--- src/rtl/state_seq_pkg.sv ---
// -----------------------------------------------------------------------------
// state_seq_pkg
// Shared types and helpers for the programmable state sequencer.
//   seq_ctl_e     : control FSM encoding (IDLE / RUN / DRAIN)
//   DEF_DWELL     : dwell loaded into every table entry at reset
//   default_next  : reset successor of entry i in an n-entry ring
// -----------------------------------------------------------------------------
package state_seq_pkg;

   typedef enum logic [1:0] {
      IDLE  = 2'd0,
      RUN   = 2'd1,
      DRAIN = 2'd2
   } seq_ctl_e;

   localparam int DEF_DWELL = 1;

   // Reset chain is a plain ring: 0 -> 1 -> ... -> n-1 -> 0.
   function automatic int default_next(input int i, input int n);
      return (i + 1) % n;
   endfunction

endpackage

--- src/rtl/state_seq_table.sv ---
// -----------------------------------------------------------------------------
// state_seq_table
// Register-file holding the next-state and dwell entry of every sequence state.
// Ports:
//   clk, reset  : clock, asynchronous active-low reset (restores default ring)
//   we          : write strobe; qualified here with busy and index/value range
//   busy        : sequencer running, blocks writes
//   idx         : entry written
//   next_in     : successor written into entry idx
//   dwell_in    : dwell written into entry idx
//   cur         : current state, selects the combinational read
//   cur_next    : successor of cur
//   next_dwell  : dwell of the successor of cur (reload value on exit)
//   home_dwell  : dwell of RESET_STATE (reload value on start / abort)
// -----------------------------------------------------------------------------
module state_seq_table
   import state_seq_pkg::*;
#(
   parameter int NUM_STATES  = 4,
   parameter int STATE_W     = $clog2(NUM_STATES),
   parameter int DWELL_W     = 8,
   parameter int RESET_STATE = 0
) (
   input  logic               clk,
   input  logic               reset,
   input  logic               we,
   input  logic               busy,
   input  logic [STATE_W-1:0] idx,
   input  logic [STATE_W-1:0] next_in,
   input  logic [DWELL_W-1:0] dwell_in,
   input  logic [STATE_W-1:0] cur,
   output logic [STATE_W-1:0] cur_next,
   output logic [DWELL_W-1:0] next_dwell,
   output logic [DWELL_W-1:0] home_dwell
);

   localparam logic [STATE_W:0] LIMIT = (STATE_W + 1)'(NUM_STATES);

   logic [STATE_W-1:0] next_tab  [NUM_STATES];
   logic [DWELL_W-1:0] dwell_tab [NUM_STATES];
   logic               wr_ok;

   // Out-of-range index or successor would let cur_state escape the table,
   // so such writes are silently dropped.
   assign wr_ok = we && !busy
                  && ({1'b0, idx}     < LIMIT)
                  && ({1'b0, next_in} < LIMIT);

   // NOTE: the table is reset on purpose -- the sequencer must run a known
   // ring straight out of reset, so this stays flops rather than a RAM macro.
   always_ff @(posedge clk or negedge reset) begin
      if (!reset) begin
         for (int i = 0; i < NUM_STATES; i++) begin
            next_tab[i]  <= STATE_W'(default_next(i, NUM_STATES));
            dwell_tab[i] <= DWELL_W'(DEF_DWELL);
         end
      end else if (wr_ok) begin
         next_tab[idx]  <= next_in;
         dwell_tab[idx] <= dwell_in;
      end
   end

   assign cur_next   = next_tab[cur];
   assign next_dwell = dwell_tab[next_tab[cur]];
   assign home_dwell = dwell_tab[RESET_STATE];

endmodule

--- src/rtl/state_seq_prog.sv ---
// -----------------------------------------------------------------------------
// state_seq_prog
// Programmable state sequencer: walks a run-time next-state table, holding
// each state for its programmed dwell (0 = hold until advance).
// Optional watchdog on advance-wait states: define STATE_SEQ_WDOG_EN.
// Ports:
//   clk, reset  : clock, asynchronous active-low reset
//   cfg_we/idx/next/dwell : table write port (accepted only while idle)
//   start       : begin at RESET_STATE (idle only)
//   abort       : jump to RESET_STATE, keep running, cancel a pending stop
//   stop        : finish the current state, then go idle
//   advance     : exit strobe for dwell-0 states
//   cur_state   : current state index
//   busy        : running (RUN or DRAIN)
//   state_exit  : high on the last cycle of a state
//   cfg_err     : sticky, write attempted while busy; cleared on start
//   wdog_err    : sticky watchdog flag (0 unless STATE_SEQ_WDOG_EN)
// -----------------------------------------------------------------------------
module state_seq_prog
   import state_seq_pkg::*;
#(
   parameter int NUM_STATES  = 4,
   parameter int STATE_W     = $clog2(NUM_STATES),
   parameter int DWELL_W     = 8,
   parameter int RESET_STATE = 0
`ifdef STATE_SEQ_WDOG_EN
   ,
   parameter int WDOG_CYCLES = 1024
`endif
) (
   input  logic               clk,
   input  logic               reset,
   input  logic               cfg_we,
   input  logic [STATE_W-1:0] cfg_idx,
   input  logic [STATE_W-1:0] cfg_next,
   input  logic [DWELL_W-1:0] cfg_dwell,
   input  logic               start,
   input  logic               abort,
   input  logic               stop,
   input  logic               advance,
   output logic [STATE_W-1:0] cur_state,
   output logic               busy,
   output logic               state_exit,
   output logic               cfg_err,
   output logic               wdog_err
);

   localparam logic [STATE_W-1:0] HOME = STATE_W'(RESET_STATE);

   seq_ctl_e           ctl;
   logic [DWELL_W-1:0] cnt;
   logic               stop_pending;
   logic [STATE_W-1:0] cur_next;
   logic [DWELL_W-1:0] next_dwell;
   logic [DWELL_W-1:0] home_dwell;
   logic               waiting;
   logic               wdog_fire;
   logic               start_ok;
   logic               stop_req;

   state_seq_table #(
      .NUM_STATES (NUM_STATES),
      .STATE_W    (STATE_W),
      .DWELL_W    (DWELL_W),
      .RESET_STATE(RESET_STATE)
   ) u_table (
      .clk       (clk),
      .reset     (reset),
      .we        (cfg_we),
      .busy      (busy),
      .idx       (cfg_idx),
      .next_in   (cfg_next),
      .dwell_in  (cfg_dwell),
      .cur       (cur_state),
      .cur_next  (cur_next),
      .next_dwell(next_dwell),
      .home_dwell(home_dwell)
   );

   // A counter of 0 marks a dwell-0 state: it never decrements and only
   // advance (or abort / watchdog) gets it out.
   assign busy     = (ctl != IDLE);
   assign waiting  = busy && (cnt == '0);
   assign start_ok = (ctl == IDLE) && start;
   assign stop_req = (ctl == RUN) && stop && !abort;

   // Combinational so the pulse lines up with the advance strobe itself.
   assign state_exit = busy && !abort && !wdog_fire
                       && ((cnt == DWELL_W'(1)) || (waiting && advance));

   // NOTE: all sequential state below uses non-blocking assignments so every
   // register samples pre-edge values regardless of statement order.
   always_ff @(posedge clk or negedge reset) begin
      if (!reset) begin
         ctl          <= IDLE;
         cur_state    <= HOME;
         cnt          <= '0;
         stop_pending <= 1'b0;
      end else begin
         case (ctl)
            IDLE: begin
               if (start) begin
                  ctl       <= RUN;
                  cur_state <= HOME;
                  cnt       <= home_dwell;
               end
            end
            RUN, DRAIN: begin
               if (abort || wdog_fire) begin
                  cur_state <= HOME;
                  cnt       <= home_dwell;
                  if (abort) begin
                     ctl          <= RUN;
                     stop_pending <= 1'b0;
                  end
               end else if (state_exit) begin
                  cur_state <= cur_next;
                  cnt       <= next_dwell;
                  // A stop landing on the exit cycle already finishes the state.
                  if (stop_pending || stop_req) begin
                     ctl          <= IDLE;
                     stop_pending <= 1'b0;
                  end
               end else begin
                  if (!waiting) cnt <= cnt - 1'b1;
                  if (stop_req) begin
                     ctl          <= DRAIN;
                     stop_pending <= 1'b1;
                  end
               end
            end
            default: ctl <= IDLE;
         endcase
      end
   end

   always_ff @(posedge clk or negedge reset) begin
      if (!reset)               cfg_err <= 1'b0;
      else if (cfg_we && busy)  cfg_err <= 1'b1;
      else if (start_ok)        cfg_err <= 1'b0;
   end

`ifdef STATE_SEQ_WDOG_EN
   localparam int                WDOG_W    = $clog2(WDOG_CYCLES + 1);
   localparam logic [WDOG_W-1:0] WDOG_LAST = WDOG_W'(WDOG_CYCLES - 1);

   logic [WDOG_W-1:0] wdog_cnt;
   logic              wdog_flag;

   // Fires on the WDOG_CYCLES-th consecutive cycle spent waiting for advance.
   assign wdog_fire = waiting && !advance && !abort && (wdog_cnt == WDOG_LAST);
   assign wdog_err  = wdog_flag;

   always_ff @(posedge clk or negedge reset) begin
      if (!reset) begin
         wdog_cnt  <= '0;
         wdog_flag <= 1'b0;
      end else begin
         if (start_ok)       wdog_flag <= 1'b0;
         else if (wdog_fire) wdog_flag <= 1'b1;
         // Every state entry passes through one of these clear terms.
         if (start_ok || abort || wdog_fire || state_exit || !waiting)
            wdog_cnt <= '0;
         else
            wdog_cnt <= wdog_cnt + 1'b1;
      end
   end
`else
   assign wdog_fire = 1'b0;
   assign wdog_err  = 1'b0;
`endif

endmodule

--- config.mk ---
export PLATFORM = sky130hd
export DESIGN_NAME = state_seq_prog
export DESIGN_NICKNAME = d
export VERILOG_FILES = /design/src/rtl/state_seq_pkg.sv /design/src/rtl/state_seq_table.sv /design/src/rtl/state_seq_prog.sv
export SDC_FILE = /design/constraint.sdc
export NUM_CORES = 1
export LEC_CHECK = 0
export CAP_MARGIN = 10
export CORE_MARGIN = 5
export CORE_UTILIZATION = 45
export DETAILED_ROUTE_END_ITERATION = 7
export GPL_TIMING_DRIVEN = 0
export PLACE_DENSITY = 0.77
export SLEW_MARGIN = 10
export SYNTH_ARGS = -nofsm -noshare
export SYNTH_HDL_FRONTEND = slang
export SYNTH_SLANG_ARGS = --single-unit
export TNS_END_PERCENT = 10
--- constraint.sdc ---
create_clock -name clk -period 3.5 [get_ports clk]
set_input_delay 0.7 -clock clk [delete_from_list [all_inputs] [get_ports clk]]
set_output_delay 0.7 -clock clk [all_outputs]
set_load 0.005 [all_outputs]
==> flow_summary.yaml <==
logic_synthesis:
  yosys.area.top_type_share: 0.398
  synth-seq-area-share: 0.471
  synth_area_per_cell_um2: 11.9
  yosys_warnings: 0
  synth_edf_count: 0
  dominant_combinational_cell_family_by_area_after_synthesis: "multiplexers"
  xor_and_xnor_area_share_after_synthesis: 0.00303
  area_of_the_mapped_netlist_um2: 2890
  synth-async-reset-ratio: 1.00
  synth-compound-area-share: 0.119
  synth.mux.area_fraction: 0.233
  syn_nets: 269
  synth_top_cells_by_area: "sky130_fd_sc_hd__dfrtp_1 (40%), sky130_fd_sc_hd__mux2_2 (18%), sky130_fd_sc_hd__dfstp_2 (7.3%)"
  ys.flop_type: "sky130_fd_sc_hd__dfrtp_1"
  synth_simple_gate_area_share: 0.115
  synth_seq_cells: 54
  synth_largest_area_cell: "sky130_fd_sc_hd__dfrtp_1"
  post_synthesis_share_of_cell_area_spent_on_full_adders_half_adders_and_majority_gates: 0.0260
  post_synth_inst_count: 244
  synth_cell_type_count: 53
global_routing:
  grt_antenna_before_repair: 0
  maximum_number_of_pins_on_one_net_before_global_route_repair: 30
  grt_pass1_wl_um: 10500
  grt_util_all_layers: 0.156
  number_of_global_route_vias_before_repair: 2123
  overflow: 0
critical_path:
  arrival_ns: 2.70
  setup.worst_path.end: "state_exit"
  setup.worst_path.start_class: "flop"
  worstRegToRegCells: 10
  setup.worst_path.end_class: "output pin"
  reg2reg_from: "ctl[0]$_DFFE_PN0P_"
  rr_endpoint: "cnt[7]$_DFFE_PN0P_"
  timing.setup.critical_path_class: "reg -> out"
  required_ns: 2.80
  reg2reg_slack_ns: 0.97
  critical_path.max_fanout: 10
  timing.critical_path.from: "cnt[2]$_DFFE_PN0P_"
power:
  power_density_nw_per_um2: 837
  total_leakage_power_nw: 1.36
  vdd_drop_max_mv: 0.307
clock_network:
  clock_sink_count: 54
  cts_setup_buffers: 0
  cts_root_buffer: "sky130_fd_sc_hd__clkbuf_8"
  insertion_delay_ns: 0.31
  post_cts.resized_instances: 1
  clkSlewWorstSetupHoldPaths_ns: 0.09
  cts_tree: "built"
  htreeDepth: 2
  cts_hold_repair.buffers: 0
  clk_path_buf_depth: 2
  tritoncts.num_buffers: 5
drt:
  drtIter0Drc: 116
  routed_wire_length_per_instance_um: 17.2
  final_routed_wirelength_across_all_metal_layers_um: 6070
  detail_route.first_pass.iterations: 4
  via_count: 2065
  final_routed_drc_violation_total: 0
  antenna_violating_nets_post_route: 0
  route.detailed.vias_per_inst: 5.87
timing:
  grt_setup_unrepaired: "no"
  finalMaxSlewViolations: 0
  worst_clock_skew_ns: 0.00998
  setup_slack_ns: 0.103
  finalSetupViolations: 0
  finalWorstPathRequiredPeriod_ns: 3.40
  max_freq_mhz: 294
  timing.slew.headroom: 0.445
  finalCritPeriodShare: 0.970
  tightest_slew_ns: 0.829
  finalHoldViolCount: 0
finish:
  seqCellArea_um2: 1360
  multiInputGateArea_um2: 1440
  most_common_cell_after_layout_fill_and_taps_aside: "sky130_fd_sc_hd__dfrtp_1"
  finish.cell_count_without_fillers: 352
  insertedDiodeCount: 0
  finish.net_count: 300
  post_route_cells_drive_above_1_share: 0.320
  finalInstanceArea_um2: 3320
  final_cell_mix: "sky130_fd_sc_hd__dfrtp_1 (46), sky130_fd_sc_hd__mux2_2 (45), sky130_fd_sc_hd__clkdlybuf4s50_1 (21)"
  fill_cell_total_of_the_finished_layout: 570
  area_growth_syn_to_layout_pct: 14.7
place:
  dp_cells: 345
  buffer_ports.inserted: 23
  dpl.hpwl_um: 4480
  detailedPlace.worstSlack_ns: -0.154
  detailed_place.area_um2: 3230
  routabilityCongestion: 0.855
floorplanning:
  dieHeight_um: 90.2
  row_count: 29
  fp.dieArea_um2: 8130
  top_level_ports: 25
  area_inside_the_core_boundary_um2: 6310
  die_width_um: 90.2
  initial_core_util: 0.458
worst_hold_path:
  worst_hold_path_type: "in -> async"
run:
  maxCapViolCount: 0
run_status:
  status: "finished clean"
-- critical path, cell delays in order (launching register included) --
cell and delay (ns):
sky130_fd_sc_hd__dfrtp_1 0.47, sky130_fd_sc_hd__or4_4 0.55, sky130_fd_sc_hd__or4_4 0.63, sky130_fd_sc_hd__clkinv_4 0.10, sky130_fd_sc_hd__buf_12 0.13, sky130_fd_sc_hd__clkdlybuf4s50_1 0.50
-- synthesized netlist by cell type, types with 4 or more instances --
| cell | count |
|---|---|
| sky130_fd_sc_hd__nor3_1 | 4 |
| sky130_fd_sc_hd__mux2_2 | 45 |
| sky130_fd_sc_hd__or2_2 | 4 |
| sky130_fd_sc_hd__o21ai_0 | 6 |
| sky130_fd_sc_hd__dfrtp_1 | 46 |
| sky130_fd_sc_hd__buf_2 | 5 |
| sky130_fd_sc_hd__inv_1 | 6 |
| sky130_fd_sc_hd__dfstp_2 | 8 |
| sky130_fd_sc_hd__nand2_1 | 14 |
| sky130_fd_sc_hd__nand3_1 | 4 |
| sky130_fd_sc_hd__mux2i_1 | 10 |
| sky130_fd_sc_hd__nor2_1 | 16 |
| sky130_fd_sc_hd__ha_1 | 6 |
| sky130_fd_sc_hd__a21oi_1 | 13 |
-- report_power, final --
group / leakage [nW] / internal, W / switching, W
logic: 0.675 / 0.000640 / 0.000625
clock network: 0.0443 / 0.000157 / 0.000194
registers: 0.644 / 0.000958 / 0.000203
-- per-stage QoR --
stage / util / hold slack [ns] / total power, W / TNS, ns
floorplan: - / 0.404 / 0.00209 / 0
global placement: 0.510 / 0.482 / 0.00237 / -0.163
detailed placement: 0.512 / 0.488 / 0.00243 / -0.154
CTS: 0.526 / 0.410 / 0.00278 / 0
global route: 0.526 / 0.435 / 0.00299 / 0
finish: 0.526 / 0.392 / 0.00278 / 0
-- kinds of logic (layout without fill, tap and decap cells) --
kind of cell | count (synthesis) | in the layout
AND/OR/NAND/NOR | 62 | 62
multiplexers | 58 | 58
flip-flops | 54 | 54
AO/OA/AOI/OAI | 46 | 46
buffers and inverters | 16 | 47
adder cells (fa/ha/maj) | 6 | 6
other | 1 | 1
XOR/XNOR | 1 | 1
-- how the worst min path moves through the flow --
stage	start	endpoint	slack, ns	depth (start not counted)
detailed placement	u_table.next_tab[1]$_DFFE_PN0P_	u_table.next_tab[1]$_DFFE_PN0P_	0.49	1
global placement	u_table.dwell_tab[10]$_DFFE_PN0P_	u_table.dwell_tab[10]$_DFFE_PN0P_	0.48	1
CTS	reset	cnt[4]$_DFFE_PN0P_	0.41	1
finish	reset	cnt[4]$_DFFE_PN0P_	0.39	1
floorplan	reset	cfg_err$_DFFE_PN0P_	0.40	0
global route	reset	cnt[5]$_DFFE_PN0P_	0.44	1
-- cell type report --
class | count | share of cell area
plain buffers | 9 | 0.0192
clock buffers | 7 | 0.0260
inverters | 7 | 0.00942
multi-input cells | 174 | 0.433
flip-flops and latches | 54 | 0.410
well taps | 77 | 0.0290
repair buffers | 24 | 0.0735
-- registers in the layout, summed over array words and instances, names as in the netlist --
| name | flops |
|---|---|
| stop_pending | 1 |
| cfg_err | 1 |
| cnt | 8 |
| u_table.home_dwell | 8 |
| ctl | 2 |
| u_table.next_tab | 8 |
| cur_state | 2 |
| u_table.dwell_tab | 24 |
-- routing by layer --
layer	up-vias	routed length (µm)	track usage
met2	56	2950	0.252
met3	14	258	0.0359
met4	0	95	0.0496
li1	964	-	-
met1	1031	2760	0.207
met5	-	0	0
(Power assumes the default switching activity.)
